## src/rtl/fp_sqrt_iter_if.sv

```systemverilog
`default_nettype none
// ============================================================================
// Module   : fp_sqrt_iter_if
// Purpose  : Operand/result handshake bundle for the iterative square root.
//            "master" is the side that issues operands and takes results,
//            "slave" is the square-root engine.
// Revision : 1.0  initial release
// ============================================================================
interface fp_sqrt_iter_if #(
    parameter int EXP_W = 8,
    parameter int MAN_W = 23,
    parameter int TAG_W = 4
);
    localparam int c_w = 1 + EXP_W + MAN_W;

    logic             in_valid;
    logic             in_ready;
    logic [c_w-1:0]   in_data;
    logic [TAG_W-1:0] in_tag;
    logic             out_valid;
    logic             out_ready;
    logic [c_w-1:0]   out_data;
    logic [TAG_W-1:0] out_tag;
    logic             out_invalid;
    logic             out_inexact;
    logic             busy;

    modport master (
        output in_valid, in_data, in_tag, out_ready,
        input  in_ready, out_valid, out_data, out_tag, out_invalid, out_inexact, busy
    );

    modport slave (
        input  in_valid, in_data, in_tag, out_ready,
        output in_ready, out_valid, out_data, out_tag, out_invalid, out_inexact, busy
    );
endinterface
`default_nettype wire

```

## src/rtl/fp_sqrt_iter.sv

```systemverilog
`default_nettype none
// ============================================================================
// Module   : fp_sqrt_iter
// Purpose  : Sequential IEEE-754 square root, one root bit per clock using
//            restoring digit recurrence, round-to-nearest-even, denormals
//            flushed to zero. Single operation in flight with valid/ready
//            handshakes and a pass-through tag.
// Revision : 1.0  initial release
// ============================================================================
module fp_sqrt_iter #(
    parameter int EXP_W = 8,
    parameter int MAN_W = 23,
    parameter int TAG_W = 4
) (
    input  wire logic     clk,
    input  wire logic     rst,
    fp_sqrt_iter_if.slave bus
);
    localparam int c_w      = 1 + EXP_W + MAN_W;
    localparam int c_n      = MAN_W + 2;          // root bits: MAN_W+1 significand + guard
    localparam int c_rad_w  = 2 * c_n;
    localparam int c_rem_w  = c_n + 2;            // partial remainder never exceeds 2*root
    localparam int c_acc_w  = c_rem_w + 2;
    localparam int c_cnt_w  = $clog2(c_n + 1);

    localparam logic [c_cnt_w-1:0] c_cnt_last = c_cnt_w'(c_n - 1);
    localparam logic [EXP_W-1:0]   c_bias     = {1'b0, {(EXP_W-1){1'b1}}};
    localparam logic [c_w-1:0]     c_qnan     = {1'b0, {EXP_W{1'b1}}, 1'b1, {(MAN_W-1){1'b0}}};

    localparam logic [1:0] c_st_idle  = 2'd0;
    localparam logic [1:0] c_st_calc  = 2'd1;
    localparam logic [1:0] c_st_round = 2'd2;
    localparam logic [1:0] c_st_done  = 2'd3;

    logic [1:0]         r_state;
    logic [1:0]         w_state_next;
    logic [c_cnt_w-1:0] r_cnt;
    logic [c_rad_w-1:0] r_rad;
    logic [c_rem_w-1:0] r_rem;
    logic [c_n-1:0]     r_root;
    logic [EXP_W-1:0]   r_exp;
    logic               r_special;
    logic [c_w-1:0]     r_spec_data;
    logic               r_spec_invalid;
    logic [TAG_W-1:0]   r_tag;
    logic [c_w-1:0]     r_out_data;
    logic [TAG_W-1:0]   r_out_tag;
    logic               r_out_invalid;
    logic               r_out_inexact;

    // ---------------- operand classification (IDLE capture) ----------------
    logic               w_sign;
    logic [EXP_W-1:0]   w_e;
    logic [MAN_W-1:0]   w_f;
    logic               w_special;
    logic [c_w-1:0]     w_spec_data;
    logic               w_spec_invalid;
    logic [EXP_W:0]     w_exp_sum;
    logic               w_odd;
    logic [c_rad_w-1:0] w_sig_ext;
    logic [c_rad_w-1:0] w_rad;

    assign w_sign = bus.in_data[c_w-1];
    assign w_e    = bus.in_data[c_w-2 -: EXP_W];
    assign w_f    = bus.in_data[MAN_W-1:0];

    // Result exponent is floor((E + bias) / 2); the dropped LSB is exactly the
    // "unbiased exponent is odd" flag because the bias itself is odd.
    assign w_exp_sum = {1'b0, w_e} + {1'b0, c_bias};
    assign w_odd     = w_exp_sum[0];
    assign w_sig_ext = {{(c_rad_w-MAN_W-1){1'b0}}, 1'b1, w_f};
    assign w_rad     = w_odd ? (w_sig_ext << (MAN_W + 3)) : (w_sig_ext << (MAN_W + 2));

    // Special-operand result, fixed at capture; NaNs take priority over sign.
    always_comb begin
        w_special      = 1'b1;
        w_spec_data    = '0;
        w_spec_invalid = 1'b0;
        if ((&w_e) && (|w_f)) begin
            w_spec_data    = c_qnan;
            w_spec_invalid = ~w_f[MAN_W-1];
        end else if (w_e == '0) begin
            w_spec_data = {w_sign, {(c_w-1){1'b0}}};
        end else if (w_sign) begin
            w_spec_data    = c_qnan;
            w_spec_invalid = 1'b1;
        end else if (&w_e) begin
            w_spec_data = bus.in_data;
        end else begin
            w_special = 1'b0;
        end
    end

    // ---------------- one recurrence step (CALC) ----------------
    logic [c_acc_w-1:0] w_acc;
    logic [c_acc_w-1:0] w_sub;
    logic               w_ge;
    logic [c_rem_w-1:0] w_rem_next;

    assign w_acc      = {r_rem, r_rad[c_rad_w-1 -: 2]};
    assign w_sub      = {2'b00, r_root, 2'b01};
    assign w_ge       = (w_acc >= w_sub);
    // The true remainder always fits c_rem_w bits, so modular subtraction is exact.
    assign w_rem_next = w_ge ? (w_acc[c_rem_w-1:0] - w_sub[c_rem_w-1:0]) : w_acc[c_rem_w-1:0];

    // ---------------- round to nearest even (ROUND) ----------------
    logic               w_guard;
    logic               w_sticky;
    logic               w_up;
    logic [MAN_W+1:0]   w_sig_rnd;
    logic               w_carry;
    logic [MAN_W-1:0]   w_frac;
    logic [c_w-1:0]     w_norm_data;

    assign w_guard     = r_root[0];
    assign w_sticky    = |r_rem;
    assign w_up        = w_guard & (w_sticky | r_root[1]);
    assign w_sig_rnd   = {1'b0, r_root[c_n-1:1]} + {{(MAN_W+1){1'b0}}, w_up};
    assign w_carry     = w_sig_rnd[MAN_W+1];
    assign w_frac      = w_carry ? w_sig_rnd[MAN_W:1] : w_sig_rnd[MAN_W-1:0];
    assign w_norm_data = {1'b0, r_exp + {{(EXP_W-1){1'b0}}, w_carry}, w_frac};

    // State register.
    always_ff @(posedge clk) begin
        if (rst) begin
            r_state <= c_st_idle;
        end else begin
            r_state <= w_state_next;
        end
    end

    // Next-state logic: fixed-length CALC regardless of operand class.
    always_comb begin
        w_state_next = r_state;
        case (r_state)
            c_st_idle:  if (bus.in_valid) w_state_next = c_st_calc;
            c_st_calc:  if (r_cnt == c_cnt_last) w_state_next = c_st_round;
            c_st_round: w_state_next = c_st_done;
            c_st_done:  if (bus.out_ready) w_state_next = c_st_idle;
            default:    w_state_next = c_st_idle;
        endcase
    end

    // Datapath: capture, iterate, round; outputs hold until the next ROUND.
    always_ff @(posedge clk) begin
        if (rst) begin
            r_cnt          <= '0;
            r_rad          <= '0;
            r_rem          <= '0;
            r_root         <= '0;
            r_exp          <= '0;
            r_special      <= 1'b0;
            r_spec_data    <= '0;
            r_spec_invalid <= 1'b0;
            r_tag          <= '0;
            r_out_data     <= '0;
            r_out_tag      <= '0;
            r_out_invalid  <= 1'b0;
            r_out_inexact  <= 1'b0;
        end else begin
            case (r_state)
                c_st_idle: begin
                    if (bus.in_valid) begin
                        r_cnt          <= '0;
                        r_rad          <= w_rad;
                        r_rem          <= '0;
                        r_root         <= '0;
                        r_exp          <= w_exp_sum[EXP_W:1];
                        r_special      <= w_special;
                        r_spec_data    <= w_spec_data;
                        r_spec_invalid <= w_spec_invalid;
                        r_tag          <= bus.in_tag;
                    end
                end
                c_st_calc: begin
                    r_cnt  <= r_cnt + 1'b1;
                    r_rad  <= r_rad << 2;
                    r_rem  <= w_rem_next;
                    r_root <= {r_root[c_n-2:0], w_ge};
                end
                c_st_round: begin
                    r_out_data    <= r_special ? r_spec_data : w_norm_data;
                    r_out_tag     <= r_tag;
                    r_out_invalid <= r_special & r_spec_invalid;
                    r_out_inexact <= ~r_special & (w_guard | w_sticky);
                end
                default: ;
            endcase
        end
    end

    assign bus.in_ready    = (r_state == c_st_idle);
    assign bus.out_valid   = (r_state == c_st_done);
    assign bus.busy        = (r_state != c_st_idle);
    assign bus.out_data    = r_out_data;
    assign bus.out_tag     = r_out_tag;
    assign bus.out_invalid = r_out_invalid;
    assign bus.out_inexact = r_out_inexact;
endmodule
`default_nettype wire

```

## src/flat_wrapper.sv

```systemverilog
// flat-port wrapper written by rule: the top's interface ports become plain ports
module fp_sqrt_iter_flat 
#(
    parameter int EXP_W = 8,
    parameter int MAN_W = 23,
    parameter int TAG_W = 4
)
  (clk, rst, bus_in_valid, bus_in_data, bus_in_tag, bus_out_ready, bus_in_ready, bus_out_valid, bus_out_data, bus_out_tag, bus_out_invalid, bus_out_inexact, bus_busy);
  fp_sqrt_iter_if #(.EXP_W(EXP_W), .MAN_W(MAN_W), .TAG_W(TAG_W)) bus_i ();
  input  wire logic clk;
  input  wire logic rst;
  input wire logic [$bits(bus_i.in_valid)-1:0] bus_in_valid;
  input wire logic [$bits(bus_i.in_data)-1:0] bus_in_data;
  input wire logic [$bits(bus_i.in_tag)-1:0] bus_in_tag;
  input wire logic [$bits(bus_i.out_ready)-1:0] bus_out_ready;
  output wire logic [$bits(bus_i.in_ready)-1:0] bus_in_ready;
  output wire logic [$bits(bus_i.out_valid)-1:0] bus_out_valid;
  output wire logic [$bits(bus_i.out_data)-1:0] bus_out_data;
  output wire logic [$bits(bus_i.out_tag)-1:0] bus_out_tag;
  output wire logic [$bits(bus_i.out_invalid)-1:0] bus_out_invalid;
  output wire logic [$bits(bus_i.out_inexact)-1:0] bus_out_inexact;
  output wire logic [$bits(bus_i.busy)-1:0] bus_busy;
  assign bus_i.in_valid = bus_in_valid;
  assign bus_i.in_data = bus_in_data;
  assign bus_i.in_tag = bus_in_tag;
  assign bus_i.out_ready = bus_out_ready;
  assign bus_in_ready = bus_i.in_ready;
  assign bus_out_valid = bus_i.out_valid;
  assign bus_out_data = bus_i.out_data;
  assign bus_out_tag = bus_i.out_tag;
  assign bus_out_invalid = bus_i.out_invalid;
  assign bus_out_inexact = bus_i.out_inexact;
  assign bus_busy = bus_i.busy;
  fp_sqrt_iter #(.EXP_W(EXP_W), .MAN_W(MAN_W), .TAG_W(TAG_W)) u_core (.clk(clk), .rst(rst), .bus(bus_i));
endmodule
```

## config.mk

```make
export PLATFORM = sky130hd
export DESIGN_NAME = fp_sqrt_iter_flat
export DESIGN_NICKNAME = d
export VERILOG_FILES = /design/src/rtl/fp_sqrt_iter_if.sv /design/src/rtl/fp_sqrt_iter.sv /design/src/flat_wrapper.sv
export SDC_FILE = /design/constraint.sdc
export NUM_CORES = 1
export LEC_CHECK = 0
export ABC_AREA = 1
export CORE_MARGIN = 3
export CORE_UTILIZATION = 45
export DETAILED_ROUTE_END_ITERATION = 7
export HOLD_SLACK_MARGIN = 0.12
export PLACE_DENSITY = 0.67
export SETUP_SLACK_MARGIN = 0.05
export SLEW_MARGIN = 25
export SYNTH_ARGS = -nofsm -noshare
export SYNTH_HDL_FRONTEND = slang
export SYNTH_SLANG_ARGS = --single-unit
```

## constraint.sdc

```tcl
create_clock -name clk -period 2.41 [get_ports clk]
set_input_delay 0.3615 -clock clk [delete_from_list [all_inputs] [get_ports clk]]
set_output_delay 0.3615 -clock clk [all_outputs]
set_load 0.01 [all_outputs]
```

After elaboration in Yosys (flattened, before gate mapping) --
Cells that the tools add are included.
Operators by class: add/sub/neg operators 5, $lt $le $gt $ge 1, muxes and demuxes 27, bitwise gates (word level) 7, reduce and logical (&&, ||, !) cells 11, eq/ne operators 7
Operators with widths (count):
- 2-to-1 mux 32 bit | 4
- 2-to-1 mux 50 bit | 2
- case mux 50 bit (2 select lines) | 1
- 2-to-1 mux 27 bit | 2
- case mux 27 bit (2 select lines) | 1
- case mux 25 bit (2 select lines) | 1
- 2-to-1 mux 31 bit | 1
- greater-or-equal comparator 29 x 27 -> 1 bit | 1
- OR reduction 27 bit | 1
- subtractor 27 bit | 1
- adder 24 x 1 -> 25 bit | 1
- 2-to-1 mux 25 bit | 1
- 2-to-1 mux 23 bit | 1
- OR reduction 23 bit | 1
- case mux 5 bit (2 select lines) | 1
- adder 8 x 7 -> 9 bit (second input constant) | 1
- adder 8 x 1 -> 8 bit | 1
- logical NOT 8 bit | 1
- case mux 2 bit (4 select lines) | 1
- AND reduction 8 bit | 1
- 2-to-1 mux 1 bit | 7
- 2-to-1 mux 2 bit | 3
- adder 5 x 1 -> 5 bit (second input constant) | 1
- == test 5 bit (second input constant) | 1
- other kinds (13) | 21
Storage, ports and cells: register bits after elaboration 193

Depth between registers and ports, before layout --
depth in word-level cells 6, depth in mapped cells 17

Worst setup path after synthesis --
OpenSTA, ideal clock, no wires.
path kind reg-to-reg, start point register u_core.r_root[0], end point register u_core.r_out_data[29], in the netlist u_core.bus.out_data[29], stages on the path, launching flop included 17, arrival 2.231 ns, path buffers 0, path slack 0.105 ns, data required time 2.336 ns, path through dfxtp_1 nand2_1 inv_1 ha_1 nand2_2 nor2_2 nand2_2 nor2_4 nand4_1 nor4_1 ha_1 ha_1 nand4_1 nor2_1 xor2_1 nand2_1 a31oi_1
Between the ends: word-level cells in the longest chain between the ends 4
Ends and longest elaborated chain:
- start: declaration | RTL line fp_sqrt_iter.sv:40 | logic [c_n-1:0] r_root;
- start signal: assignment | RTL line fp_sqrt_iter.sv:179 | r_root <= {r_root[c_n-2:0], w_ge};
- AND 1 bit | RTL line fp_sqrt_iter.sv:117 | assign w_up = w_guard & (w_sticky | r_root[1]);
- adder 24 x 1 -> 25 bit | RTL line fp_sqrt_iter.sv:118 | assign w_sig_rnd = {1'b0, r_root[c_n-1:1]} + {{(MAN_W+1){1'b0}}, w_up};
- adder 8 x 1 -> 8 bit | RTL line fp_sqrt_iter.sv:121 | assign w_norm_data = {1'b0, r_exp + {{(EXP_W-1){1'b0}}, w_carry}, w_frac};
- 2-to-1 mux 32 bit | RTL line fp_sqrt_iter.sv:182 | r_out_data <= r_special ? r_spec_data : w_norm_data;
- end signal: assignment | RTL line fp_sqrt_iter.sv:182
- end: declaration | RTL line fp_sqrt_iter.sv:46 | logic [c_w-1:0] r_out_data;
No other way between the ends. A chain may end at the register's enable or synchronous reset.

Worst setup path in the final report --
start point register u_core.r_root[1], end point register u_core.r_out_data[30], in the netlist u_core.bus.out_data[30]
Between the ends: word-level cells in the longest chain between the ends 5
Ends and longest elaborated chain (RTL line):
- bitwise OR 1 bit | fp_sqrt_iter.sv:117
- AND 1 bit | fp_sqrt_iter.sv:117
- adder 24 x 1 -> 25 bit * | fp_sqrt_iter.sv:118
- adder 8 x 1 -> 8 bit * | fp_sqrt_iter.sv:121
- 2-to-1 mux 32 bit * | fp_sqrt_iter.sv:182
Mark *: on every way between the ends. The rest lies on a longest branch, timed or not.

==> results.txt <==
The detailed-route via count is 10400. Across the run, the number of max-cap violations was 0. The per-cell routed wire length is 14.4 µm.

The critical path data required time came out at 2.76 ns. Walking the worst path, the cells encountered are nand2_2 > inv_2 > ha_4 > nand2_4 > nor2_4 > nand2_2 > nor2_4 > nand4_1 > nor4_2 > buf_4 > ha_4 > nand3_2 > nor2_2 > inv_2 > nor2_4 > a31o_2 > nand3_1 > a31oi_1. The tree is rooted in a clkbuf_16.

The number of buffers added on ports is 80. The number of vias per cell after detailed routing is 5.22. The final RePlAce weighted congestion is 0.935.

For this run, the leading register cell type out of synthesis is dfxtp_1. The post-synthesis to final-layout area growth is 20.7%. After detailed routing, the number of remaining DRC violations is 0.

Once detail routing completed, the nets flagged for antenna violations numbered 0. The clock skew after layout came out at 0.0108 ns. The first routing iteration left 728 violations.

The via count of the first global-routing pass came out at 9744. The worst setup slack after layout is approximately 0.037 ns. The minimum clock period after layout came out at 2.37 ns. The initial antenna violation count came to 0. Counting every net in the synthesized netlist gives 1686. The portion of synthesized cell area occupied by the leading cell type came out at 32.3%. The total instance count after detailed placement is 1963. The wire length of the first global-routing pass came out at 46.9 mm. In this run, synthesis produced a sequential element count of 168. For this block, the routed nets add up to 28.9 mm of wire.

The initialized floorplan defines 55 standard-cell rows. The register area is 3370 µm². Setup violations remaining at the end of the flow were counted as 0. The repair_antennas step left the layout with diodes totalling 0.

The critical path data arrival time is 2.73 ns. The post-synthesis average cell area is 6.48 µm². After synthesis, the share of flip-flops with an asynchronous set or reset is 0%. The critical path class is flip-flop to flip-flop. The clock tree synthesis step divided the H-tree into 4 levels. Ranked by total cell area, the synthesized netlist is headed by dfxtp_1 (32%), nand2_1 (17%), inv_1 (7.9%).

Derived from the worst setup path, the maximum achievable clock frequency is 421 MHz. The number of failing hold endpoints at the final stage came out at 0. Leaving out fill and tap cells, the most frequent cell in the layout is nand2_1. The biggest cell delay along the critical path came out at about 0.33 ns. The slew at the pin closest to its max-slew limit is 0.577 ns.

For this run the aggregate overflow at the end of global routing stands at 0. In this run the worst hold path is classified as primary input to flip-flop. The die boundary width came out at 158 µm. The combined area of all synthesized cells came out at 10400 µm². TritonCTS built the clock tree.

The filler-free cell count of the finished design came out at 2001. The synthesized design spends more area on one cell type than any other, namely dfxtp_1. The number of sinks driven by the clock tree is 168. The placed instances occupy a cell area of approximately 12000 µm². The total CTS buffers is 17. The estimated wirelength of the detail-placed design came out at 21.2 mm. The number of filler cells placed in the layout came out at 2245. In the final layout, the multi-input gates occupy 6000 µm². The final design instance area without fill came out at 12600 µm². The largest individual stage delay along the critical path comes from the cell dfxtp_2. STA classifies the critical path startpoint as a flip-flop. Yosys mapped a number of flops with a built-in enable equal to 0. The run finished with clean final reports. The max-slew violation count is 0. Clock-pin slew was measured on the worst setup and hold paths at 0.07 ns.

Pin placement for this block handled 81 I/O pins. At the later pin of the worst-skew pair, clock insertion delay measures 0.43 ns. The largest net degree at the start of global routing came out at 125.

Once layout is complete, the utilization of the core stands at 55.3%. The final critical path takes up 98.5% of the cycle. The first-pass iteration count of the detailed router came out at 5. The core region area is 22700 µm². The synthesized netlist cell count is around 1600. At the placement stage, the worst setup path has a slack of -0.0846 ns. The floorplan die area came out at 25000 µm².

The kind of cell adding the most delay to the critical path is simple AND/OR/NAND/NOR gates. The maximum root-to-sink buffer count came out at 2. The endpoint kind of the worst setup timing path is a flip-flop. The combined buffer and inverter count along the critical path is 3. Setup repair after global routing could not meet its margin everywhere. The vertical extent of the die is 158 µm. The global routing usage summed across all routing layers came out at 23.0%. The worst slew slack as a fraction of its limit came out at 61.5%. The fraction of the yosys area taken by sequential cells is 32.3%.

The count of unique library cells instantiated by Yosys came out at 49. The starting density of the core came out at between 40% and 50%. In the layout the commonest cells are nand2_1 (461), inv_1 (216), dfxtp_1 (159). The net total in the final layout is 1783.

During synthesis, Yosys emitted a total of 0 warnings. The highest net fanout along the worst path came out at 3. The most numerous cell type found on the critical path is nor2_4. The post-route netlist has 12.6% of its cells at a drive strength greater than 1.
cell families after synthesis:
group | synth area share, %
and+or+nand+nor | 34.8
buffers and inverters | 11.5
AOI/OAI and AO/OA | 14.1
xor gates and xnor gates | 2.69
DFF | 32.3
adders and majority gates | 4.69
cell type report:
cell class / count / share of cell area, %
Clock inverter: 12 / 0.737
Multi-Input combinational cell: 1136 / 47.8
Inverter: 232 / 6.98
Clock buffer: 19 / 3.60
Tap cell: 285 / 2.84
Timing Repair Buffer: 149 / 11.2
Sequential cell: 168 / 26.9
flip-flops by register name, summed over array words and instances, names as in the netlist:
name / count
u_core.r_rem: 27
u_core.r_spec_data: 32
u_core.bus.out_invalid: 1
u_core.bus.out_inexact: 1
u_core.bus.out_tag: 4
u_core.r_state: 2
u_core.r_root: 25
u_core.r_rad: 25
u_core.r_tag: 4
u_core.r_special: 1
u_core.r_spec_invalid: 1
u_core.bus.out_data: 32
u_core.r_cnt: 5
u_core.r_exp: 8
worst paths after layout:
kind                           from                       to  slack (ns)  cells after the start
min reg2reg  u_core.r_spec_data[12]   u_core.r_spec_data[12]        0.44                      2
max reg2reg        u_core.r_root[1]  u_core.bus.out_data[30]        0.04                     18
max                u_core.r_root[1]  u_core.bus.out_data[30]        0.04                     18
min                             rst  u_core.bus.out_data[24]        0.43                      4
stage by stage:
step                hold slack, ns  setup TNS [ns]
floorplan                    0.419               0
global placement             0.426        -0.00422
detailed placement           0.428          -0.215
CTS                          0.410               0
global route                 0.449          -0.395
finish                       0.434               0
tightest hold or removal path: stages:
cell	delay (ns)
buf_4	0.11
inv_1	0.19
nand2_1	0.13
inv_1	0.03
synthesized netlist by cell type (3+ instances only):
| library cell | number |
|---|---|
| a21oi_1 | 135 |
| o211ai_1 | 22 |
| nor2_1 | 101 |
| o21ai_1 | 10 |
| dfxtp_1 | 168 |
| inv_1 | 219 |
| nor3_1 | 22 |
| o21ai_0 | 53 |
| xor2_1 | 19 |
| nand3_2 | 23 |
| nand2_1 | 463 |
| nand3_1 | 109 |
| nor2_4 | 8 |
| clkinv_1 | 3 |
| nor4_1 | 4 |
| nand2_2 | 14 |
| nand4_1 | 28 |
| or2_2 | 3 |
| a31oi_1 | 25 |
| nand3b_1 | 4 |
| buf_2 | 6 |
| inv_2 | 9 |
| buf_1 | 4 |
| xnor2_1 | 13 |
| buf_6 | 5 |
| a21oi_2 | 7 |
| ha_1 | 39 |
| nor2_2 | 11 |
| clkbuf_1 | 53 |
per-layer routing:
metal | track usage, % | wire (µm)
met1 | 30.7 | 13500
met2 | 39.2 | 13800
met3 | 3.39 | 1070
met4 | 5.78 | 480
met5 | 0 | 0
timing repair:
| action | 4_1_cts | 5_1_grt |
|---|---|---|
| hold buffers | 0 | 0 |
| resized for setup | 16 | 24 |
| endpoints found under the setup margin | 7 | 33 |
| pin swaps | 3 | 7 |
| setup buffers | 5 | 2 |
Power is not shown: default switching activity piles up to over one toggle a cycle in this logic, so the estimate is an artifact.
==> patch 1, RTL diff (same flow settings) <==
`TAG_W` is set to 4 in 3 places; all go to 6.
--- a/src/rtl/fp_sqrt_iter_if.sv
+++ b/src/rtl/fp_sqrt_iter_if.sv
@@ -9,7 +9,7 @@
 interface fp_sqrt_iter_if #(
     parameter int EXP_W = 8,
     parameter int MAN_W = 23,
-    parameter int TAG_W = 4
+    parameter int TAG_W = 6
 );
     localparam int c_w = 1 + EXP_W + MAN_W;
 
--- a/src/rtl/fp_sqrt_iter.sv
+++ b/src/rtl/fp_sqrt_iter.sv
@@ -10,7 +10,7 @@
 module fp_sqrt_iter #(
     parameter int EXP_W = 8,
     parameter int MAN_W = 23,
-    parameter int TAG_W = 4
+    parameter int TAG_W = 6
 ) (
     input  wire logic     clk,
     input  wire logic     rst,
--- a/src/flat_wrapper.sv
+++ b/src/flat_wrapper.sv
@@ -3,7 +3,7 @@
 #(
     parameter int EXP_W = 8,
     parameter int MAN_W = 23,
-    parameter int TAG_W = 4
+    parameter int TAG_W = 6
 )
   (clk, rst, bus_in_valid, bus_in_data, bus_in_tag, bus_out_ready, bus_in_ready, bus_out_valid, bus_out_data, bus_out_tag, bus_out_invalid, bus_out_inexact, bus_busy);
   fp_sqrt_iter_if #(.EXP_W(EXP_W), .MAN_W(MAN_W), .TAG_W(TAG_W)) bus_i ();
Ports: changed (resized bus_in_tag and bus_out_tag); port bits go from 81 to 85. The function was not compared with the original's and may differ.
==> patch 1 against the unedited design <==
The flow now finishes with violations (setup timing). Critical path depth increased by 1. Sequential cell count increased by 4. Setup slack got worse by 0.28 ns. Design area increased by 2.9%. Routed wire length increased by 2.7%. Area after synthesis decreased by 1.0%. First-iteration DRC count decreased by 10%. Critical endpoint is now u_core.bus.out_data[28].
Power is left out: the tool's default activity adds up to more than one toggle a clock period on the data nets, which glitch-free logic cannot reach.
==> patch 1: results (changes against the unedited design) <==
Final layout
  – ANT cells: 0 (unchanged)
  – Final net count: 1843 (+3.4%)
  – Layout cells sized above 1: 12.4% (-0.25 points)

Placement
  – Placed wire-length estimate: 21400 um (+0.58%)
  – GPL Wtd Cong: 0.913 (-2.4%)
  – Port Buffers: 84 (+5.0%)
  – Placed cells: 2007 (+2.2%)
  – Placed cell areas: 11900 um^2 (+0.75%)

Synthesis
  – Top FF cell, synth: dfxtp_1
  – Syn Inst Count: 1632 (+1.6%)
  – Share of the yosys chip area belonging to registers: 33.4% (+1.1 points)
  – Top cells by area, synth: dfxtp_1, nand2_1, inv_1
  – Syn_nets: 1713 (+1.6%)
  – Synth cell types: 48 (-2.0%)
  – Async set-reset flop share out of synthesis: 0% (unchanged)
  – Warnings, synthesis: 0 (unchanged)
  – Commonest cells post-synth: nand2_1, inv_1, dfxtp_1

Worst hold path
  – Hold WC Path Type: input port to flip-flop

Route
  – DR vias/cell: 5.15 (-1.2%)
  – Routed len/inst: 14.4 um (about the same)
  – 1st-iter DRT viols: 653 (-10%)
  – DR pass1 iterations: 5 (unchanged)
  – Via Count: 10.6k (+1.4%)

Clock network
  – Worst-Skew Late Latency: 0.44 ns
  – CTS max path bufs: 2 (unchanged)
  – Clk root buf: clkbuf_16
  – CTS clk-pin slew, worst paths: 0.08 ns
  – Cts bufs inserted: 17 (unchanged)
  – H-tree depth: 4 (unchanged)

GRT
  – Vias in the first global route: 9895 (+1.5%)
  – First-pass GRT wire length: 48500 um (+3.4%)
  – Largest net degree at the start of global routing: 55 (-56%)
  – GR Util All Layers: 23.9% (+0.86 points)
  – Initial antenna violation count: 0 (unchanged)

Worst setup path
  – Setup crit end kind: flip-flop
  – CP Max Fanout: 2 (-1)
  – Setup crit start: u_core.r_root[1]
  – FF-to-FF End: u_core.bus.out_data[28]
  – R2R cell count: 19 (+1)
  – Critical Path AT: 3.03 ns (+0.30 ns)
  – Source of the worst register-to-register timing path: u_core.r_root[1]

Timing
  – Fin worst setup slack: -0.242 ns (-0.279 ns)
  – Worst rel slew slack: 63.5% (+2.0 points)
  – Setup Skew: 0.0130 ns (+0.00217 ns)
  – # setup viols final: 4 (+4)

Outcome
  – Status: finished, violations left
  – Violated checks: setup timing
-- patch 1: changes by cell type after synthesis, sizes merged, moves of 5 or more --
cell   before  now
a31oi      25   20
inv       228  242
nand2     479  492
nand3     133  116
nor2      120  126
nor3       24   34
o21ai      64   69
xor2       19   14
-- patch 1: final cells by class --
class                   instances  area (um^2)
fillers                      2210         9230
repair inverters                1         6.26
well taps                     280          350
multi-input cells            1148         5970
clock inverters                14          174
clock buffers                  18          429
inverters                     243          931
flip-flops and latches        172         3450
repair buffers                179         1620
-- patch 1: worst min path at each step --
stage	start	endpoint	slack (ns)	cells past startpoint
after floorplan	u_core.r_spec_data[10]	u_core.r_spec_data[10]	0.42	2
after CTS	rst	u_core.r_cnt[1]	0.31	2
after global routing	rst	u_core.r_cnt[1]	0.32	2
final	rst	u_core.r_cnt[1]	0.32	2
after detailed placement	u_core.r_spec_data[5]	u_core.r_spec_data[5]	0.43	2
after global placement	u_core.r_spec_data[7]	u_core.r_spec_data[7]	0.43	2
-- patch 1: critical path, cell delays in order (launching register included) --
cell,delay (ns)
dfxtp_2,0.34
nand2_2,0.06
inv_2,0.06
ha_4,0.14
nand2_4,0.06
nor3_4,0.12
nand4_1,0.12
nor2_2,0.16
nand2_2,0.10
nor4_4,0.23
ha_2,0.27
buf_4,0.12
buf_6,0.09
nand3_4,0.07
nor2_4,0.14
buf_4,0.12
inv_2,0.03
o21ai_1,0.15
nand3_1,0.10
a31oi_1,0.15
-- patch 1: per-stage QoR --
stage | setup WS [ns] | setup TNS [ns]
2_1_floorplan | -0.0703 | -0.0703
3_3_place_gp | -0.217 | -0.347
3_5_place_dp | -0.283 | -0.508
4_1_cts | -0.165 | -0.362
5_1_grt | -0.416 | -1.59
6_report | -0.242 | -0.648
-- patch 1: cells by family (layout without fill, tap and decap cells) --
logic type | Yosys count | in the layout | share of synthesized area (%)
buf+inv | 312 | 455 | 11.8
flops | 172 | 172 | 33.4
fa+ha+maj | 39 | 39 | 4.74
xor+xnor | 26 | 26 | 2.21
simple gates | 815 | 815 | 33.6
compound gates | 268 | 268 | 14.2
-- patch 1: per-layer routing --
layer	vias up	wire, um	track usage, %
met5	-	0	0
met4	0	491	5.91
met3	33	1530	3.71
met2	265	13400	38.6
met1	4803	14200	33.6
li1	5484	-	-
-- patch 1: timing repair --
action                     4_1_cts  5_1_grt
gates resized for setup          8       59
setup buffers                    8        8
pin swaps                       13       11
gates cloned                     0        1
setup endpoints to repair        5       35
==> patch 2, RTL diff (config.mk and constraints unchanged) <==
Without the edit above. Reset style: asynchronous (`rst`), changed in 2 clocked blocks.
--- a/src/rtl/fp_sqrt_iter.sv
+++ b/src/rtl/fp_sqrt_iter.sv
@@ -121,7 +121,7 @@
     assign w_norm_data = {1'b0, r_exp + {{(EXP_W-1){1'b0}}, w_carry}, w_frac};
 
     // State register.
-    always_ff @(posedge clk) begin
+    always_ff @(posedge clk or posedge rst) begin
         if (rst) begin
             r_state <= c_st_idle;
         end else begin
@@ -142,7 +142,7 @@
     end
 
     // Datapath: capture, iterate, round; outputs hold until the next ROUND.
-    always_ff @(posedge clk) begin
+    always_ff @(posedge clk or posedge rst) begin
         if (rst) begin
             r_cnt          <= '0;
             r_rad          <= '0;
Formal check against the unedited RTL: differs if rst is asserted again (counterexample within 4 cycles, from zero or initial values and one cycle with rst high); with rst held inactive, the same outputs for 10 cycles.
==> patch 2 against the unedited design <==
Global-route usage is 0.94 points higher. Sequential cell count stayed put. Area after synthesis is 0.89% higher. Clock skew is 0.0048 ns higher. Setup slack better by 0.034 ns. Die area is 0.86% higher. First-iteration DRC count is 25% higher. Design area is 9.0% higher. Critical path depth stayed put. Routed wire length is 7.8% higher. Core utilization is 4.8 points higher.
==> patch 2: results (changes against the unedited design) <==
GRT
  – Largest net degree at the start of global routing: 69 (-45%)
  – First-pass GRT wire length: 49800 um (+6.1%)
  – GR Util All Layers: 24.0% (+0.94 points)
  – Vias in the first global route: 9978 (+2.4%)
  – Initial antenna violation count: 1 (+1)

Clock network
  – CTS clk-pin slew, worst paths: 0.07 ns (about the same)
  – Post-CTS setup buffers: 18 (+13)
  – Cts repair resizes: 22 (+6)
  – Worst-Skew Late Latency: 0.43 ns (about the same)
  – CTS max path bufs: 2 (unchanged)

Final layout
  – Multi-input logic area: 5440 um^2 (-9.5%)
  – Final net count: 1788 (+0.28%)
  – Data buffer area share: 15.6% (+4.4 points)
  – Layout cells sized above 1: 17.0% (+4.4 points)
  – Clock buffer count: 18 (-1)
  – Seq area share: 30.7% (+3.8 points)
  – #MultiIn Comb: 1032 (-9.2%)
  – Clock network area share: 4.39% (+0.051 points)
  – Plain + repair buffers: 245 (+64%)
  – Number of filler cells placed in the layout: 2090 (-6.9%)
  – Inverter count: 245 (+5.6%)

Synthesis
  – Share of the yosys chip area belonging to registers: 40.0% (+7.7 points)
  – Synth Area in XOR/XNOR: 2.34% (-0.36 points)
  – Async set-reset flop share out of synthesis: 100% (+100 points)
  – Top cells by area, synth: dfrtp_1, nand2_1, inv_1
  – Synth Area in Compound Gates: 9.70% (-4.4 points)
  – Top FF cell, synth: dfrtp_1
  – Commonest cells post-synth: nand2_1, inv_1, dfrtp_1
  – Post-synthesis mux area share: 0% (unchanged)
  – Syn_nets: 1564 (-7.2%)
  – Post-synthesis adder-cell area fraction: 4.65% (-0.041 points)
  – Synth cell types: 46 (-6.1%)

Worst setup path
  – Internal reg-to-reg setup slack: 0.07 ns (+0.03 ns)
  – Setup crit start: u_core.r_root[0]
  – R2R cell count: 18 (unchanged)
  – Max stage delay cell, worst path: dfrtp_1
  – CP Max Fanout: 2 (-1)
  – Worst path max stage delay: 0.37 ns (+0.04 ns)
  – Critical path capture point: u_core.bus.out_data[27]
  – Critical Path AT: 2.64 ns (-0.09 ns)
  – FF-to-FF End: u_core.bus.out_data[27]

Route
  – DR pass1 iterations: 6 (+1)
  – Post-Route WL: 31100 um (+7.8%)
  – DR vias/cell: 5.14 (-1.4%)
  – 1st-iter DRT viols: 910 (+25%)

Timing
  – Setup Skew: 0.0156 ns (+0.00476 ns)
  – Slew @ Worst Pin: 0.590 ns (+0.0131 ns)

Worst hold path
  – Hold WC Path Type: input port to asynchronous set/reset pin

Outcome
  – Status: complete, no violations

Power
  – Switching share of power: 49.1%
  – Peak VDD IR: 0.707 mV
  – P_comb: 15000 uW
  – Clk pwr: 2800 uW

Placement
  – GPL Wtd Cong: 0.976 (+4.4%)
  – Port Buffers: 80 (unchanged)
  – Placed wire-length estimate: 22500 um (+6.0%)
==> patch 2: cell count changes in the layout (fill, tap and decap cells not counted), moves of 8 or more <==
cell / before / now
nand3_2: 25 / 10
nand3_1: 107 / 117
o221ai_1: 1 / 13
dfrtp_1: 0 / 168
a21oi_1: 134 / 28
buf_4: 62 / 156
o22ai_1: 1 / 24
dfxtp_2: 9 / 0
nand2_2: 15 / 24
dfxtp_1: 159 / 0
inv_1: 216 / 227
a31oi_1: 25 / 3
o21ai_0: 52 / 63
nor3_1: 22 / 14
==> patch 2: cells by family (layout without fill, tap and decap cells) <==
kind of cell / Yosys count / after routing
simple gates: 793 / 796
xor+xnor: 28 / 28
flops: 168 / 168
buf+inv: 288 / 522
fa+ha+maj: 39 / 39
compound gates: 169 / 169
==> patch 2: critical path, delay by kind of cell (launching register included) <==
family          cells  cell delay (ns)
compound gates      1             0.11
simple gates       10             0.86
buf+inv             3             0.27
xor+xnor            1             0.13
flops               1             0.37
fa+ha+maj           3             0.44
==> patch 2: through the flow <==
| stage | area [um^2] | hold slack (ns) | setup slack (ns) | power (uW) | std cells |
|---|---|---|---|---|---|
| 6_report | 13700 | 0.285 | 0.0713 | 22300 | 2035 |
| 5_1_grt | 13700 | 0.318 | -0.0798 | 24200 | 2035 |
| 4_1_cts | 13400 | 0.285 | -0.0255 | 21400 | 2025 |
| 3_5_place_dp | 12600 | 0.462 | -0.228 | 18300 | 1975 |
| 3_3_place_gp | 12600 | 0.453 | -0.181 | 18100 | 1975 |
| 2_1_floorplan | 10500 | 0.449 | -0.0922 | 13200 | 1485 |
==> patch 2: metal layers <==
layer | part of all wire [%] | GRT usage, %
met1 | 45 | 32.5
met3 | 5.3 | 3.52
met2 | 47 | 39.9
met5 | 0.035 | 0
met4 | 3.0 | 7.40
